### src/rtl/mem_pkg.sv
// Shared definitions for the memory-access stage: access-size codes, the
// miss-handling FSM state encoding and the latched request payload.
package mem_pkg;

    localparam int unsigned MEM_ADDR_W = 32;
    localparam int unsigned MEM_DATA_W = 32;
    localparam int unsigned CTRL_W     = 6;
    localparam int unsigned MAP_W      = 6;
    localparam int unsigned TAG_W      = 32;
    localparam int unsigned BE_W       = MEM_DATA_W / 8;

    // Access size/sign codes carried on ALU_Control_mem
    localparam logic [CTRL_W-1:0] CTRL_LW  = 6'h20;
    localparam logic [CTRL_W-1:0] CTRL_LB  = 6'h21;
    localparam logic [CTRL_W-1:0] CTRL_LBU = 6'h22;
    localparam logic [CTRL_W-1:0] CTRL_LH  = 6'h23;
    localparam logic [CTRL_W-1:0] CTRL_LHU = 6'h24;
    localparam logic [CTRL_W-1:0] CTRL_SW  = 6'h28;
    localparam logic [CTRL_W-1:0] CTRL_SB  = 6'h29;
    localparam logic [CTRL_W-1:0] CTRL_SH  = 6'h2A;

    typedef enum logic [1:0] {
        IDLE   = 2'd0,
        MISS   = 2'd1,
        REPLAY = 2'd2,
        DRAIN  = 2'd3
    } mem_state_e;

    typedef enum logic [1:0] {
        SZ_BYTE = 2'd0,
        SZ_HALF = 2'd1,
        SZ_WORD = 2'd2
    } mem_size_e;

    typedef struct packed {
        logic [MEM_ADDR_W-1:0] addr;
        logic [MEM_DATA_W-1:0] wdata;
        logic [CTRL_W-1:0]     ctrl;
        logic [MAP_W-1:0]      map;
        logic                  regwr;
        logic                  rd;
        logic                  wr;
        logic [TAG_W-1:0]      tag;
    } mem_req_t;

    // Unrecognised codes are treated as word accesses
    function automatic mem_size_e size_of(input logic [CTRL_W-1:0] ctrl);
        mem_size_e sz;
        case (ctrl)
            CTRL_LB, CTRL_LBU, CTRL_SB: sz = SZ_BYTE;
            CTRL_LH, CTRL_LHU, CTRL_SH: sz = SZ_HALF;
            default:                    sz = SZ_WORD;
        endcase
        return sz;
    endfunction

endpackage

### src/rtl/mem_access_unit_align.sv
// Combinational lane logic for one access.
// Ports: ctrl/addr_lo select size and lane; wdata -> wlane (replicated store
// data) and be (byte enables); rdata -> ldata (extracted, extended load data);
// misalign flags a half/word access that is not naturally aligned.
module mem_align
    import mem_pkg::*;
(
    input  logic [CTRL_W-1:0]     ctrl,
    input  logic [1:0]            addr_lo,
    input  logic [MEM_DATA_W-1:0] wdata,
    input  logic [MEM_DATA_W-1:0] rdata,
    output logic [BE_W-1:0]       be,
    output logic [MEM_DATA_W-1:0] wlane,
    output logic [MEM_DATA_W-1:0] ldata,
    output logic                  misalign
);

    logic [7:0]  byte_sel;
    logic [15:0] half_sel;

    // Byte enables, store lane replication and alignment check
    always_comb begin
        be       = '0;
        wlane    = '0;
        misalign = 1'b0;
        case (size_of(ctrl))
            SZ_BYTE: begin
                be    = BE_W'(4'b0001 << addr_lo);
                wlane = {4{wdata[7:0]}};
            end
            SZ_HALF: begin
                be       = BE_W'(4'b0011 << addr_lo);
                wlane    = {2{wdata[15:0]}};
                misalign = addr_lo[0];
            end
            default: begin
                be       = '1;
                wlane    = wdata;
                misalign = (addr_lo != 2'b00);
            end
        endcase
    end

    // Load lane extraction and sign/zero extension
    always_comb begin
        byte_sel = 8'(rdata >> {addr_lo, 3'b000});
        half_sel = 16'(rdata >> {addr_lo[1], 4'b0000});
        case (ctrl)
            CTRL_LB:  ldata = {{(MEM_DATA_W-8){byte_sel[7]}}, byte_sel};
            CTRL_LBU: ldata = {{(MEM_DATA_W-8){1'b0}}, byte_sel};
            CTRL_LH:  ldata = {{(MEM_DATA_W-16){half_sel[15]}}, half_sel};
            CTRL_LHU: ldata = {{(MEM_DATA_W-16){1'b0}}, half_sel};
            default:  ldata = rdata;
        endcase
    end

endmodule

### src/rtl/mem_access_unit.sv
// Memory-access stage: takes one resolved load/store per cycle from the LSQ,
// performs the same-cycle data-cache lookup, and registers a one-cycle
// writeback. A single outstanding miss is tracked by an IDLE/MISS/REPLAY/DRAIN
// FSM that holds mem_miss_halt to stop the LSQ dequeuing.
// Ports: CLK/RESET/FLUSH; *_mem request from the LSQ; dc_* cache request
// (combinational) and dc_hit/dc_rdata/dc_refill_done responses;
// mem_miss_halt back to the LSQ; wb_* registered writeback.
module mem_access_unit
    import mem_pkg::*;
#(
    parameter int unsigned ADDR_W = 32,
    parameter int unsigned DATA_W = 32
) (
    input  logic              CLK,
    input  logic              RESET,
    input  logic              FLUSH,
    input  logic              MemRd_flag_mem,
    input  logic              MemWr_flag_mem,
    input  logic [ADDR_W-1:0] ALU_result_mem,
    input  logic [DATA_W-1:0] MemWrData_mem,
    input  logic [5:0]        ALU_Control_mem,
    input  logic              RegWr_flag_mem,
    input  logic [5:0]        RegWr_map_mem,
    input  logic [31:0]       instr_num_mem,
    output logic              dc_req,
    output logic              dc_we,
    output logic [ADDR_W-1:0] dc_addr,
    output logic [DATA_W-1:0] dc_wdata,
    output logic [3:0]        dc_be,
    input  logic              dc_hit,
    input  logic [DATA_W-1:0] dc_rdata,
    input  logic              dc_refill_done,
    output logic              mem_miss_halt,
    output logic              wb_valid,
    output logic              wb_regwr,
    output logic [5:0]        wb_map,
    output logic [DATA_W-1:0] wb_data,
    output logic [31:0]       wb_instr_num,
    output logic              wb_misalign
);

    mem_state_e state_q, state_d;
    mem_req_t   req_q, req_d;
    mem_req_t   in_req, cur_req;

    logic                  accept_c;
    logic                  dc_req_c;
    logic [BE_W-1:0]       al_be;
    logic [MEM_DATA_W-1:0] al_wlane;
    logic [MEM_DATA_W-1:0] al_ldata;
    logic                  al_misalign;

    logic                  wb_valid_q, wb_valid_d;
    logic                  wb_regwr_q, wb_regwr_d;
    logic [MAP_W-1:0]      wb_map_q, wb_map_d;
    logic [MEM_DATA_W-1:0] wb_data_q, wb_data_d;
    logic [TAG_W-1:0]      wb_tag_q, wb_tag_d;
    logic                  wb_misalign_q, wb_misalign_d;

    // Incoming request; REPLAY works from the latched copy instead
    always_comb begin
        in_req.addr  = MEM_ADDR_W'(ALU_result_mem);
        in_req.wdata = MEM_DATA_W'(MemWrData_mem);
        in_req.ctrl  = ALU_Control_mem;
        in_req.map   = RegWr_map_mem;
        in_req.regwr = RegWr_flag_mem;
        in_req.rd    = MemRd_flag_mem;
        in_req.wr    = MemWr_flag_mem;
        in_req.tag   = instr_num_mem;
        cur_req      = (state_q == REPLAY) ? req_q : in_req;
    end

    assign mem_miss_halt = (state_q != IDLE);
    assign accept_c = (MemRd_flag_mem | MemWr_flag_mem) && (instr_num_mem != '0)
                      && !mem_miss_halt;

    mem_align u_align (
        .ctrl     (cur_req.ctrl),
        .addr_lo  (cur_req.addr[1:0]),
        .wdata    (cur_req.wdata),
        .rdata    (MEM_DATA_W'(dc_rdata)),
        .be       (al_be),
        .wlane    (al_wlane),
        .ldata    (al_ldata),
        .misalign (al_misalign)
    );

    // State and latched request register
    always_ff @(posedge CLK or negedge RESET) begin
        if (!RESET) begin
            state_q <= IDLE;
            req_q   <= '0;
        end else begin
            state_q <= state_d;
            req_q   <= req_d;
        end
    end

    // Next-state: a flush never leaves a refill unaccounted for (DRAIN)
    always_comb begin
        state_d = state_q;
        req_d   = req_q;
        case (state_q)
            IDLE: begin
                if (accept_c && !FLUSH && !al_misalign && !dc_hit) begin
                    state_d = MISS;
                    req_d   = in_req;
                end
            end
            MISS: begin
                if (FLUSH) begin
                    state_d = dc_refill_done ? IDLE : DRAIN;
                end else if (dc_refill_done) begin
                    state_d = REPLAY;
                end
            end
            REPLAY: begin
                state_d = (FLUSH || dc_hit) ? IDLE : MISS;
            end
            DRAIN: begin
                if (dc_refill_done) begin
                    state_d = IDLE;
                end
            end
            default: state_d = IDLE;
        endcase
    end

    // Outputs: cache request and next writeback; squashed by FLUSH and reset
    always_comb begin
        dc_req_c      = 1'b0;
        wb_valid_d    = 1'b0;
        wb_regwr_d    = 1'b0;
        wb_map_d      = '0;
        wb_data_d     = '0;
        wb_tag_d      = '0;
        wb_misalign_d = 1'b0;
        case (state_q)
            IDLE: begin
                if (accept_c && !FLUSH && RESET) begin
                    if (al_misalign) begin
                        wb_valid_d    = 1'b1;
                        wb_misalign_d = 1'b1;
                        wb_map_d      = cur_req.map;
                        wb_tag_d      = cur_req.tag;
                    end else begin
                        dc_req_c = 1'b1;
                    end
                end
            end
            REPLAY: begin
                dc_req_c = !FLUSH && RESET;
            end
            default: dc_req_c = 1'b0;
        endcase
        if (dc_req_c && dc_hit) begin
            wb_valid_d = 1'b1;
            wb_regwr_d = cur_req.rd & cur_req.regwr;
            wb_map_d   = cur_req.map;
            wb_data_d  = cur_req.rd ? al_ldata : '0;
            wb_tag_d   = cur_req.tag;
        end
    end

    assign dc_req   = dc_req_c;
    assign dc_we    = dc_req_c & cur_req.wr;
    assign dc_addr  = dc_req_c ? ADDR_W'({cur_req.addr[MEM_ADDR_W-1:2], 2'b00}) : '0;
    assign dc_be    = dc_req_c ? 4'(al_be) : 4'b0000;
    assign dc_wdata = (dc_req_c && cur_req.wr) ? DATA_W'(al_wlane) : '0;

    // Writeback register
    always_ff @(posedge CLK or negedge RESET) begin
        if (!RESET) begin
            wb_valid_q    <= 1'b0;
            wb_regwr_q    <= 1'b0;
            wb_map_q      <= '0;
            wb_data_q     <= '0;
            wb_tag_q      <= '0;
            wb_misalign_q <= 1'b0;
        end else begin
            wb_valid_q    <= wb_valid_d;
            wb_regwr_q    <= wb_regwr_d;
            wb_map_q      <= wb_map_d;
            wb_data_q     <= wb_data_d;
            wb_tag_q      <= wb_tag_d;
            wb_misalign_q <= wb_misalign_d;
        end
    end

    assign wb_valid     = wb_valid_q;
    assign wb_regwr     = wb_regwr_q;
    assign wb_map       = wb_map_q;
    assign wb_data      = DATA_W'(wb_data_q);
    assign wb_instr_num = wb_tag_q;
    assign wb_misalign  = wb_misalign_q;

endmodule

### config.mk
export PLATFORM = sky130hd
export DESIGN_NAME = mem_access_unit
export DESIGN_NICKNAME = d
export VERILOG_FILES = /design/src/rtl/mem_pkg.sv /design/src/rtl/mem_access_unit_align.sv /design/src/rtl/mem_access_unit.sv
export SDC_FILE = /design/constraint.sdc
export NUM_CORES = 1
export LEC_CHECK = 0
export BUFFER_PORTS_ARGS = -buffer_cell sky130_fd_sc_hd__buf_2
export CAP_MARGIN = 10
export CELL_PAD_IN_SITES_DETAIL_PLACEMENT = 1
export CELL_PAD_IN_SITES_GLOBAL_PLACEMENT = 1
export CORE_MARGIN = 2
export CORE_UTILIZATION = 30
export DETAILED_ROUTE_END_ITERATION = 16
export PLACE_DENSITY = 0.75
export SYNTH_ARGS = -nofsm -noshare
export SYNTH_HDL_FRONTEND = slang
export SYNTH_SLANG_ARGS = --single-unit
export TNS_END_PERCENT = 100
### constraint.sdc
create_clock -name CLK -period 3.79 [get_ports CLK]
set_clock_uncertainty 0.2 [all_clocks]
set_input_delay 0.1895 -clock CLK [delete_from_list [all_inputs] [get_ports CLK]]
set_output_delay 0.1895 -clock CLK [all_outputs]
set_load 0.1 [all_outputs]
## Word level (Yosys, flattened, before mapping)

Cells that the tools add are included.

- Output and inout port bits: 144
- Bits in latches: 0
- RAM bits: 0
- Memories kept: 0
- Input port bits: 148
- Bits in read-only memories: 0
- Register bits: 186

- Bitwise logic cells: 3
- Add/subtract/negate cells: 0
- $lt $le $gt $ge: 0
- Reduce and logical (&&, ||, !) cells: 23
- $mul: 0
- Eq/ne operators: 13
- Muxes and demuxes: 34
- Shifts and indexed selects: 4
- Div/mod/pow operators: 0

Operators by type and width:

| kind | count |
|---|---|
| $mux W32 | 8 |
| $pmux W32 S4 | 1 |
| $mux W111 | 1 |
| $pmux W32 S2 | 1 |
| $eq A6 B6 Y1 const B | 6 |
| $reduce_bool A32 Y1 | 1 |
| $shr A32 B5 Y16 | 1 |
| $shr A32 B5 Y8 | 1 |
| $mux W6 | 4 |
| $mux W2 | 5 |
| $logic_and A1 B1 Y1 | 9 |
| $mux W1 | 8 |
| $pmux W2 S4 | 1 |
| $pmux W4 S2 | 1 |
| $reduce_or A3 Y1 | 2 |
| $eq A2 B1 Y1 const B | 2 |
| $eq A2 B2 Y1 const B | 2 |
| $logic_not A1 Y1 | 4 |
| $logic_not A2 Y1 | 2 |
| $mux W4 | 1 |
| $ne A2 B2 Y1 const B | 2 |
| $pmux W1 S2 | 2 |
| $pmux W2 S2 | 1 |
| $reduce_bool A2 Y1 | 2 |
| 8 further kinds | 9 |

## Longest topological paths before layout

Gate-level depths: netlist (run 1).

- Word-level depth: 12
- Gate-level depth with buffers: 12
- Mapped depth without buffers: 7

## By module

A second synthesis (run 1) with hierarchy kept.

- Cells, all modules: 883
- Area total of the unflattened synthesis: 10,415.0 µm²

Modules (own cells, without submodules):

| module | sequential area each (µm²) | area each (µm²) | cells an instance | times used |
|---|---|---|---|---|
| mem_access_unit | 4,654.5 | 9,095.0 | 716 | 1 |
| mem_align | 0.0 | 1,320.0 | 167 | 1 |

## Least setup slack after synthesis (run 1)

No wires, ideal clock.

- Kind: flip-flop to output port
- From: reg state_q[0]
- To: out dc_be[3]
- Required time: 3.401 ns
- Path slack: -1.390 ns
- Data arrival time: 4.790 ns
- Cell stages (with the launch flop): 8
- Cells stage by stage: dfrtp_1 -> or2_2 -> nor2_1 -> o21ai_0 -> or2_2 -> clkbuf_1 -> o21ai_0 -> o21a_1

- Elaborated cells between the ends (all ways): 28

RTL lines:

| what | RTL line | source |
|---|---|---|
| start, declared | mem_access_unit.sv:42 | `mem_state_e state_q, state_d;` |
| start signal, assigned | mem_access_unit.sv:94 | `state_q <= state_d;` |
| $reduce_bool A2 Y1 | mem_access_unit.sv:73 | `assign mem_miss_halt = (state_q != IDLE);` |
| named net mem_miss_halt | mem_access_unit.sv:33 | `output logic mem_miss_halt,` |
| $logic_not A1 Y1 | mem_access_unit.sv:75 | `&& !mem_miss_halt;` |
| $logic_and A1 B1 Y1 | mem_access_unit.sv:75 |  |
| $logic_and A1 B1 Y1 (2 in series) | mem_access_unit.sv:140 | `if (accept_c && !FLUSH && RESET) begin` |
| $mux W1 | mem_access_unit.sv:140 |  |
| $pmux W1 S2 | mem_access_unit.sv:138 | `case (state_q)` |
| named net dc_req | mem_access_unit.sv:25 | `output logic dc_req,` |
| $mux W4 | mem_access_unit.sv:168 | `assign dc_be = dc_req_c ? 4'(al_be) : 4'b0000;` |
| end, declared | mem_access_unit.sv:29 | `output logic [3:0] dc_be,` |

The timed path passes the listed nets, and every way through them passes these cells.

## Worst setup path after layout (run 1)

- From: reg state_q[0]
- To: out dc_wdata[22]

- Longest elaborated chain between the ends: 12
- Elaborated cells between the ends (all ways): 27

RTL lines:

| what | RTL line | source |
|---|---|---|
| $eq A2 B2 Y1 | mem_access_unit.sv:70, mem_access_unit.sv:138 |  |
| $mux W111 | mem_access_unit.sv:70 | `cur_req = (state_q == REPLAY) ? req_q : in_req;` |
| $eq A6 B6 Y1 | mem_pkg.sv:49 | `case (ctrl)` |
| $reduce_or A3 Y1 | mem_pkg.sv:49 |  |
| $pmux W2 S2 | mem_pkg.sv:49 |  |
| $eq A2 B1 Y1 / $logic_not A2 Y1 (equally long branches) | mem_access_unit_align.sv:26 | `case (size_of(ctrl))` |
| $pmux W1 S2 | mem_access_unit_align.sv:26 |  |
| $mux W1 | mem_access_unit.sv:141 | `if (al_misalign) begin` |
| $mux W1 | mem_access_unit.sv:140 |  |
| $pmux W1 S2 | mem_access_unit.sv:138 |  |
| $logic_and A1 B1 Y1 | mem_access_unit.sv:169 | `assign dc_wdata = (dc_req_c && cur_req.wr) ? DATA_W'(al_wlane) : '0;` |
| $mux W32 (*) | mem_access_unit.sv:169 |  |
| end, declared | mem_access_unit.sv:28 | `output logic [DATA_W-1:0] dc_wdata,` |

Mark *: on every way between the ends. The rest lies on a longest branch, timed or not.

==> impl_metrics.yaml, run 1 <==
final_layout:
  fillCellCount: 3245
  nets: 1390
  instances_no_fill: 1652
  area_growth_pct: 59.18
  drive_gt1_frac: 0.3904
global_routing:
  grt_pass1_vias: 9327
  antenna_found_initial: 1
  grt_pass1_wl_mm: 52.85
  grt_max_degree: 113
  grt_util_all_layers: 0.2150
  overflow: 0
cts:
  cts_tree: "done"
  clk_pin_slew_ps: 80
  cts_num_sinks: 186
  htree_levels: 4
  cts_buffer_depth: 2
  root_buffer: "clkbuf_16"
  worstSkewPairLatency_ps: 430
  cts_buffers: 17
sta:
  hold_violations: 0
  tightest_slew_ps: 1014
  setup_viol: 0
  max_freq_ghz: 0.2727
  period_minus_slack_ps: 3668
  period_share: 0.9677
  slew_viol_final: 0
  slew_headroom: 0.3239
placement:
  dp_cells: 1464
  io_buffers: 289
  dp_hpwl_mm: 21.54
  gp_congestion: 0.8480
logic_synthesis:
  synthCells: 820
  synth_edf_count: 0
  synthFlopType: "dfrtp_1"
  postSynth.asyncResetShare: 1.000
  postSynthAreaPerCell_um2: 11.22
  ys_warn_count: 0
  yosysUniqueCellTypes: 53
  synth-seq-cells: 186
  ys_top_cells_by_count: "dfrtp_1, nand2_1, mux2_4"
  synth.top_cell.area_share: 0.5058
  synth_top_area_cell: "dfrtp_1"
  synth_area_leaders: "dfrtp_1, mux2_4, nand2_1"
  synth_seq_area_share: 0.5058
  synthMostInstantiatedCell: "dfrtp_1"
  syn_area_mm2: 0.009201
critical_path:
  end_kind: "output pin"
  critPathRequiredTime_ps: 3400
  startpoint_type: "register"
  crit_type: "reg2out"
  crit_fanout: 33
  critPathArrivalTime_ps: 3280
floorplan:
  io_pins: 292
  start_util: 0.3024
  std_cell_rows: 64
  fp.coreArea_mm2: 0.03043
  die_w_um: 179.1
  die_area_mm2: 0.03209
  die_height_um: 179.1
power:
  p_leak_nw: 7.029
  ir_drop_mv: 0.2501
  power.total_mw: 6.951
  p_per_area_mw_per_mm2: 474.6
flow_run:
  drv_cap: 0
drt:
  num_vias: 8345
  drcViolationCount: 0
  viasPerCell: 5.051
  dr.pass1.iters: 4
  wirelength_mm: 34.83
  avgRoutedWirePerCell_um: 21.08
  initialDrtViolationCount: 438
  antenna_left: 0
worst_hold_path:
  min_path_type: "in2async"
outcome:
  status: "complete, no violations"
==> logic make-up (layout without fill, tap and decap cells) <==
kind of cell | after synthesis | count (layout) | share of synthesized area
xor gates and xnor gates | 3 | 3 | 0.002856
buffers and inverters | 69 | 502 | 0.03821
other | 1 | 3 | 0.0004076
muxes | 135 | 135 | 0.2061
AOI/OAI and AO/OA | 170 | 170 | 0.1256
and+or+nand+nor | 256 | 257 | 0.1209
DFF | 186 | 186 | 0.5058
==> where the power goes <==
part / internal [mW] / switching (mW)
clock network: 0.941 / 0.910
logic: 1.05 / 1.14
registers: 2.55 / 0.359
total: 4.54 / 2.41
==> through the flow <==
stage               hold slack, ps  area, µm²  setup WS, ps  setup TNS (ps)    util
global route                 61.81      14640        -11.21          -11.21  0.4813
global placement            -58.32      12460         379.0               0  0.4095
floorplan                   -306.1       9583        -546.1           -1118       -
CTS                          39.30      14570         13.97               0  0.4787
finish                       40.07      14650         122.5               0  0.4813
detailed placement          -54.20      12460         296.5               0  0.4095
==> final cells by class <==
type	count	area [µm²]	share of cell area
multi-input combinational	567	4686	0.3199
clock buffer	18	429.2	0.02930
timing repair buffer	463	4199	0.2867
clock inverter	14	151.4	0.01034
inverter	7	26.28	0.001794
antenna	1	2.502	0.0001709
sequential	186	4657	0.3180
tap	396	495.5	0.03383
==> worst max-delay path, stage by stage (launching register included) <==
cell,delay [ps]
dfrtp_2,450
nand2b_4,240
mux2i_4,320
mux2i_2,260
nand3_1,90
and3_2,290
a221o_2,370
buf_12,220
a311oi_4,350
buf_12,220
==> worst paths after layout <==
check                            from  cells after the start           end  slack, ps
max                        state_q[0]                      9  dc_wdata[22]        120
min                             RESET                      2     req_q[54]         40
max reg2reg                state_q[1]                     11    wb_data[0]        220
min reg2reg                 req_q[13]                      1     req_q[13]        290
max in group asynchronous       RESET                      3      req_q[9]       2310
min in group CLK            req_q[13]                      1     req_q[13]        290
==> what timing repair did <==
item,CTS,global route
resized for setup,4,11
buffers inserted,2,3
pin swaps,0,0
hold buffers,149,0
gates cloned,1,0
endpoints found under the setup margin,32,67
endpoints found under the hold margin,215,0
==> metal layers <==
layer  global-route usage  vias to the layer above  wire (µm)
met5                    0                        -          0
met4              0.07258                        0        932
met3              0.04771                       52       1831
met2               0.3938                      261      18220
met1               0.2463                     4284      13850
li1                     -                     3748          -
==> state kept, by name (all words and copies together), names as in the netlist <==
register and count:
wb_data 32, wb_instr_num 32, wb_valid 1, state_q 2, wb_misalign 1, wb_map 6
wb_regwr 1, req_q 111
==> placed cells by master, fill, tap and decap left out, types with 10 or more instances in the layout <==
cell	synthesis	final
mux2_1	32	32
buf_12	0	71
nor2_1	34	31
nand2_1	165	165
mux2_4	80	80
clkbuf_16	0	17
a22o_1	30	30
a21oi_1	68	68
dlygate4sd3_1	0	149
nor4_1	10	10
buf_2	7	220
buf_4	2	21
mux2i_1	13	11
dfrtp_1	186	184
No activity file was read; power rests on OpenSTA's default activity.
==> run 2: changes to the inputs <==
--- a/config.mk
+++ b/config.mk
@@ -10,9 +10,10 @@
 export CELL_PAD_IN_SITES_DETAIL_PLACEMENT = 1
 export CELL_PAD_IN_SITES_GLOBAL_PLACEMENT = 1
 export CORE_MARGIN = 2
-export CORE_UTILIZATION = 30
+export CORE_UTILIZATION = 40
 export DETAILED_ROUTE_END_ITERATION = 16
-export PLACE_DENSITY = 0.75
+export HOLD_SLACK_MARGIN = 0.05
+export PLACE_DENSITY = 0.92
 export SYNTH_ARGS = -nofsm -noshare
 export SYNTH_HDL_FRONTEND = slang
 export SYNTH_SLANG_ARGS = --single-unit
==> run 2 against run 1 <==
The run now ends with setup timing left. Combinational power up 6%. Total power up 4.2%. Global-route usage is 12 points higher. Sequential cell count unchanged. Critical path depth up 1. Core utilization is 17 points higher. Worst setup slack worse by 240 ps. Via count grew 8.2%. Highest routed layer is now met5.
==> impl_metrics.yaml, run 2 (synthesis results as in run 1) <==
critical_path:
  critPathSlowestCell: "dfrtp_2"
  end_kind: "output pin"
  crit_type: "reg2out"
  crit_fanout: 12
  crit_top_cell: "buf_12"
  r2r_start: "state_q[0]"
  critPathRequiredTime_ps: 3400
  startpoint: "state_q[0]"
  startpoint_type: "register"
  slowest_delay_ps: 460
  critPathArrivalTime_ps: 3520
  critical_path.cell_chain: "dlymetal6s2s_1 > nor4bb_2 > a31oi_1 > mux2i_2 > nand3_1 > and3_4 > a221o_2 > buf_12 > a311oi_4 > buf_12"
worst_hold_path:
  min-delay-start: "req_q[46]"
  min_path_type: "reg2reg"
global_routing:
  grt_util_all_layers: 0.3326
  grt_pass1_vias: 10120
  grt_max_degree: 86
  antenna_found_initial: 3
  grt_pass1_wl_mm: 61.13
  overflow: 0
drt:
  drcViolationCount: 0
  avgRoutedWirePerCell_um: 26.85
  dr.pass1.iters: 5
  antenna_left: 0
  wirelength_mm: 41.96
  num_vias: 9028
  viasPerCell: 5.776
  initialDrtViolationCount: 566
sta:
  finalWorstSetupSlack_ps: -118.4
  slew_headroom: 0.2808
  setup_viol: 16
  slew_viol_final: 0
  whs_ps: 293.8
  tightest_slew_ps: 1079
  period_share: 1.031
  max_freq_ghz: 0.2559
  hold_violations: 0
  period_minus_slack_ps: 3908
power:
  ir_drop_mv: 0.3223
  power.total_mw: 7.245
  p_per_area_mw_per_mm2: 489.3
  p_leak_nw: 7.203
final_layout:
  largest_reg_flops: 111
  layout_common_cells: "buf_2, dfrtp_1, nand2_1"
  drive_gt1_frac: 0.3981
  regMostFlops: "req_q"
  final_common_cell: "buf_2"
  nets: 1411
  area_growth_pct: 60.92
floorplan:
  start_util: 0.4064
  fp.coreArea_mm2: 0.02264
  die_w_um: 155.7
  die_height_um: 155.7
  std_cell_rows: 55
  io_pins: 292
  die_area_mm2: 0.02423
placement:
  post-place-ws_ps: 222.2
  dp_hpwl_mm: 23.30
  gp_congestion: 0.8270
  io_buffers: 289
cts:
  cts_tree: "done"
  cts_buffer_depth: 2
  worstSkewPairLatency_ps: 430
  root_buffer: "clkbuf_16"
  clk_pin_slew_ps: 70
  cts_buffers: 17
  cts_num_sinks: 186
  htree_levels: 4
outcome:
  status: "finished with violations"
  violations: "setup timing"
flow_run:
  drv_cap: 0
==> run 2: path summary, 6_finish.rpt <==
| kind | endpoint | slack (ps) | cells after the start |
|---|---|---|---|
| min reg2reg | req_q[46] | 290 | 1 |
| max | dc_wdata[18] | -120 | 10 |
| max reg2reg | state_q[0] | 120 | 10 |
| min in group asynchronous | req_q[46] | 520 | 3 |
| max in group asynchronous | req_q[16] | 800 | 5 |
| min | req_q[46] | 290 | 1 |
==> run 2: routing by layer <==
layer	wire, µm	track usage	vias up
met1	14790	0.3595	4590
met2	22010	0.6186	495
met3	2735	0.07306	147
met4	2413	0.1529	2
li1	-	-	3794
met5	13	0	-
==> run 2: final cells by class <==
cell class,count,area (µm²)
multi-input combinational,566,4696
timing repair buffer,485,4449
fill,2255,7834
tap,285,356.6
sequential,186,4657
clock inverter,14,177.7
antenna,2,5.005
inverter,7,26.28
clock buffer,18,439.2
==> run 2: metrics by stage <==
stage | area (µm²) | instances | setup TNS [ps] | utilization
global route | 14800 | 1562 | -4183 | 0.6539
CTS | 14580 | 1547 | 0 | 0.6438
detailed placement | 12310 | 1353 | 0 | 0.5438
floorplan | 9583 | 821 | -1118 | -
finish | 14810 | 1563 | -1254 | 0.6540
global placement | 12310 | 1353 | 0 | 0.5438
==> run 2: where the power goes <==
part | leakage [nW] | switching (mW) | internal [mW]
clock | 0.299 | 0.941 | 0.972
combinational | 4.54 | 1.26 | 1.07
sequential | 2.37 | 0.447 | 2.55
==> run 2: worst max-delay path, delay by kind of cell (launching register included) <==
kind            cells  cell delay [ps]
compound gates      3              940
simple gates        3              730
buf+inv             3              650
flops               1              460
mux                 1              300
==> run 2: repair_timing <==
item | CTS | global route
resized for setup | 7 | 16
setup buffers | 4 | 13
setup endpoints to repair | 23 | 33
hold buffers | 158 | 0
hold endpoints to repair | 219 | 0
cloned | 0 | 1
pin swaps | 0 | 2
==> run 3: changes to the inputs <==
--- a/config.mk
+++ b/config.mk
@@ -10,10 +10,10 @@
 export CELL_PAD_IN_SITES_DETAIL_PLACEMENT = 1
 export CELL_PAD_IN_SITES_GLOBAL_PLACEMENT = 1
 export CORE_MARGIN = 2
-export CORE_UTILIZATION = 40
+export CORE_UTILIZATION = 43
 export DETAILED_ROUTE_END_ITERATION = 16
 export HOLD_SLACK_MARGIN = 0.05
-export PLACE_DENSITY = 0.92
+export PLACE_DENSITY = 0.95
 export SYNTH_ARGS = -nofsm -noshare
 export SYNTH_HDL_FRONTEND = slang
 export SYNTH_SLANG_ARGS = --single-unit
==> constraint.sdc (replaced) <==
create_clock -name CLK -period 4.55 [get_ports CLK]
set_clock_uncertainty 0.2 [all_clocks]
set_input_delay 0.2275 -clock CLK [delete_from_list [all_inputs] [get_ports CLK]]
set_output_delay 0.2275 -clock CLK [all_outputs]
set_load 0.1 [all_outputs]
==> run 3 against run 2 <==
Clock power decreased by 23%. The flow now finishes without violations. Register-to-register slack about the same. Total power decreased by 20%. Worst setup slack improved by 170 ps. Critical path type unchanged. Wire length decreased by 5.6%.
==> impl_metrics.yaml, run 3 (synthesis results as in run 1) <==
cts:
  cts_buffers: 17
  cts_buffer_depth: 2
  htree_levels: 4
  cts_setup_buffers: 0
  cts_tree: "done"
  clk_pin_slew_ps: 80
  root_buffer: "clkbuf_16"
  worstSkewPairLatency_ps: 430
  cts_num_sinks: 186
critical_path:
  critPathRequiredTime_ps: 4120
  crit_fanout: 31
  end_kind: "output pin"
  crit_type: "reg2out"
  startpoint_type: "register"
  r2r_start: "state_q[0]"
  critPathArrivalTime_ps: 4080
  startpoint: "state_q[1]"
power:
  combPwrFrac: 0.316
  p_sw_frac: 0.3620
  internal_power_mw: 3.693
  p_sw_mw: 2.095
  ir_drop_mv: 0.3037
  p_seq_frac: 0.429
  clkPwrFrac: 0.255
  p_per_area_mw_per_mm2: 415.6
  p_leak_nw: 6.938
sta:
  tightest_slew_ps: 953.0
  setup_viol: 0
  period_share: 0.9897
  hold_violations: 0
  period_minus_slack_ps: 4503
  slew_viol_final: 0
  max_freq_ghz: 0.2221
  slew_headroom: 0.3647
  rsz0062_at_grt: "true"
placement:
  dp_cells: 1341
  gp_congestion: 0.8783
  io_buffers: 289
  dp_hpwl_mm: 23.03
global_routing:
  antenna_found_initial: 5
  overflow: 0
  grt_pass1_wl_mm: 59.41
  grt_util_all_layers: 0.3503
  grt_pass1_vias: 10080
  grt_max_degree: 78
final_layout:
  multi_input_area_mm2: 0.004329
  area_growth_pct: 51.37
  largest_reg_flops: 111
  final_common_cell: "buf_2"
  final_core_util: 0.6626
  layout_common_cells: "buf_2, dfrtp_1, nand2_1"
  nets: 1391
  instances_no_fill: 1535
  drive_gt1_frac: 0.3641
  regMostFlops: "req_q"
  layout.area.seq_mm2: 0.004654
  fillCellCount: 2146
drt:
  initialDrtViolationCount: 496
  dr.pass1.iters: 5
  wirelength_mm: 39.63
  drcViolationCount: 0
  avgRoutedWirePerCell_um: 25.82
  viasPerCell: 5.799
  num_vias: 8901
  antenna_left: 0
outcome:
  status: "complete, no violations"
floorplan:
  io_pins: 292
  fp.coreArea_mm2: 0.02102
  std_cell_rows: 53
  start_util: 0.4377
  die_area_mm2: 0.02258
  die_height_um: 150.3
  die_w_um: 150.3
worst_hold_path:
  min_path_type: "in2async"
flow_run:
  drv_cap: 0
run 3: cell count changes in the layout (fill, tap and decap cells not counted), moves of 4 or more:
cell      before  now
a311oi_4       8    0
buf_2        220  231
nor2b_1        3    9
nor3_1         1    7
a211oi_2       1    9
a311oi_1       0    4
a211oi_4       8    0
buf_4         29   16
nor3_4         9    0
a311oi_2       0    4
buf_12        74   56
nor2b_2        6    0
run 3: per-layer routing:
layer,share of wire,vias up,GRT usage
met5,0,-,0
li1,-,3756,-
met2,0.53,512,0.6293
met4,0.064,0,0.2165
met1,0.35,4474,0.3746
met3,0.059,159,0.07333
run 3: area by class of cell:
cell class / instances / share of cell area
flip-flops and latches: 186 / 0.3342
multi-input cells: 567 / 0.3108
repair buffers: 464 / 0.2875
clock buffers: 17 / 0.03054
well taps: 275 / 0.02470
clock inverters: 14 / 0.009432
inverters: 7 / 0.001886
diodes: 5 / 0.0008983
run 3: final timing paths:
path                           endpoint  slack (ps)  cells past startpoint
setup / recovery           dc_wdata[23]          50                      8
min in group CLK              req_q[32]         300                      1
hold reg to reg               req_q[32]         300                      1
hold / removal              wb_data[21]          90                      2
setup reg to reg             state_q[0]         130                      9
max in group asynchronous    req_q[105]        2750                      3
run 3: through the flow:
stage / worst slack, ps / cell area [µm²] / hold WS [ps] / setup TNS (ps) / total power [mW]
after floorplan: -507.4 / 9250 / -268.1 / -6226 / 3.588
after global placement: 673.7 / 11730 / -10.36 / 0 / 3.968
after detailed placement: 429.8 / 11730 / -5.326 / 0 / 4.104
after CTS: 119.0 / 13870 / 85.96 / 0 / 5.699
after global routing: -63.91 / 13930 / 103.7 / -268.7 / 5.992
final: 46.72 / 13930 / 85.77 / 0 / 5.789
run 3: critical path, stage by stage, from the launching register on:
cell and delay [ps]:
dfrtp_1 620, nor2b_4 490, mux2_4 370, nor2_1 190, o21ai_1 210, and3_1 330, a221o_2 650, a311oi_1 530
buf_12 250
run 3: power by group through the flow:
stage	combinational, mW	clock (mW)	sequential (mW)
3_3_place_gp	1.58	0	2.39
4_1_cts	1.78	1.48	2.44
2_1_floorplan	1.03	0	2.56
3_5_place_dp	1.66	0	2.44
6_report	1.83	1.48	2.48
5_1_grt	1.92	1.56	2.52
run 3: repair_timing:
action / 4_1_cts / 5_1_grt
hold buffers: 157 / 0
gates cloned: 0 / 1
pin swaps: 0 / 0
resized for setup: 2 / 9
hold endpoints to repair: 225 / 0
endpoints found under the setup margin: 19 / 29
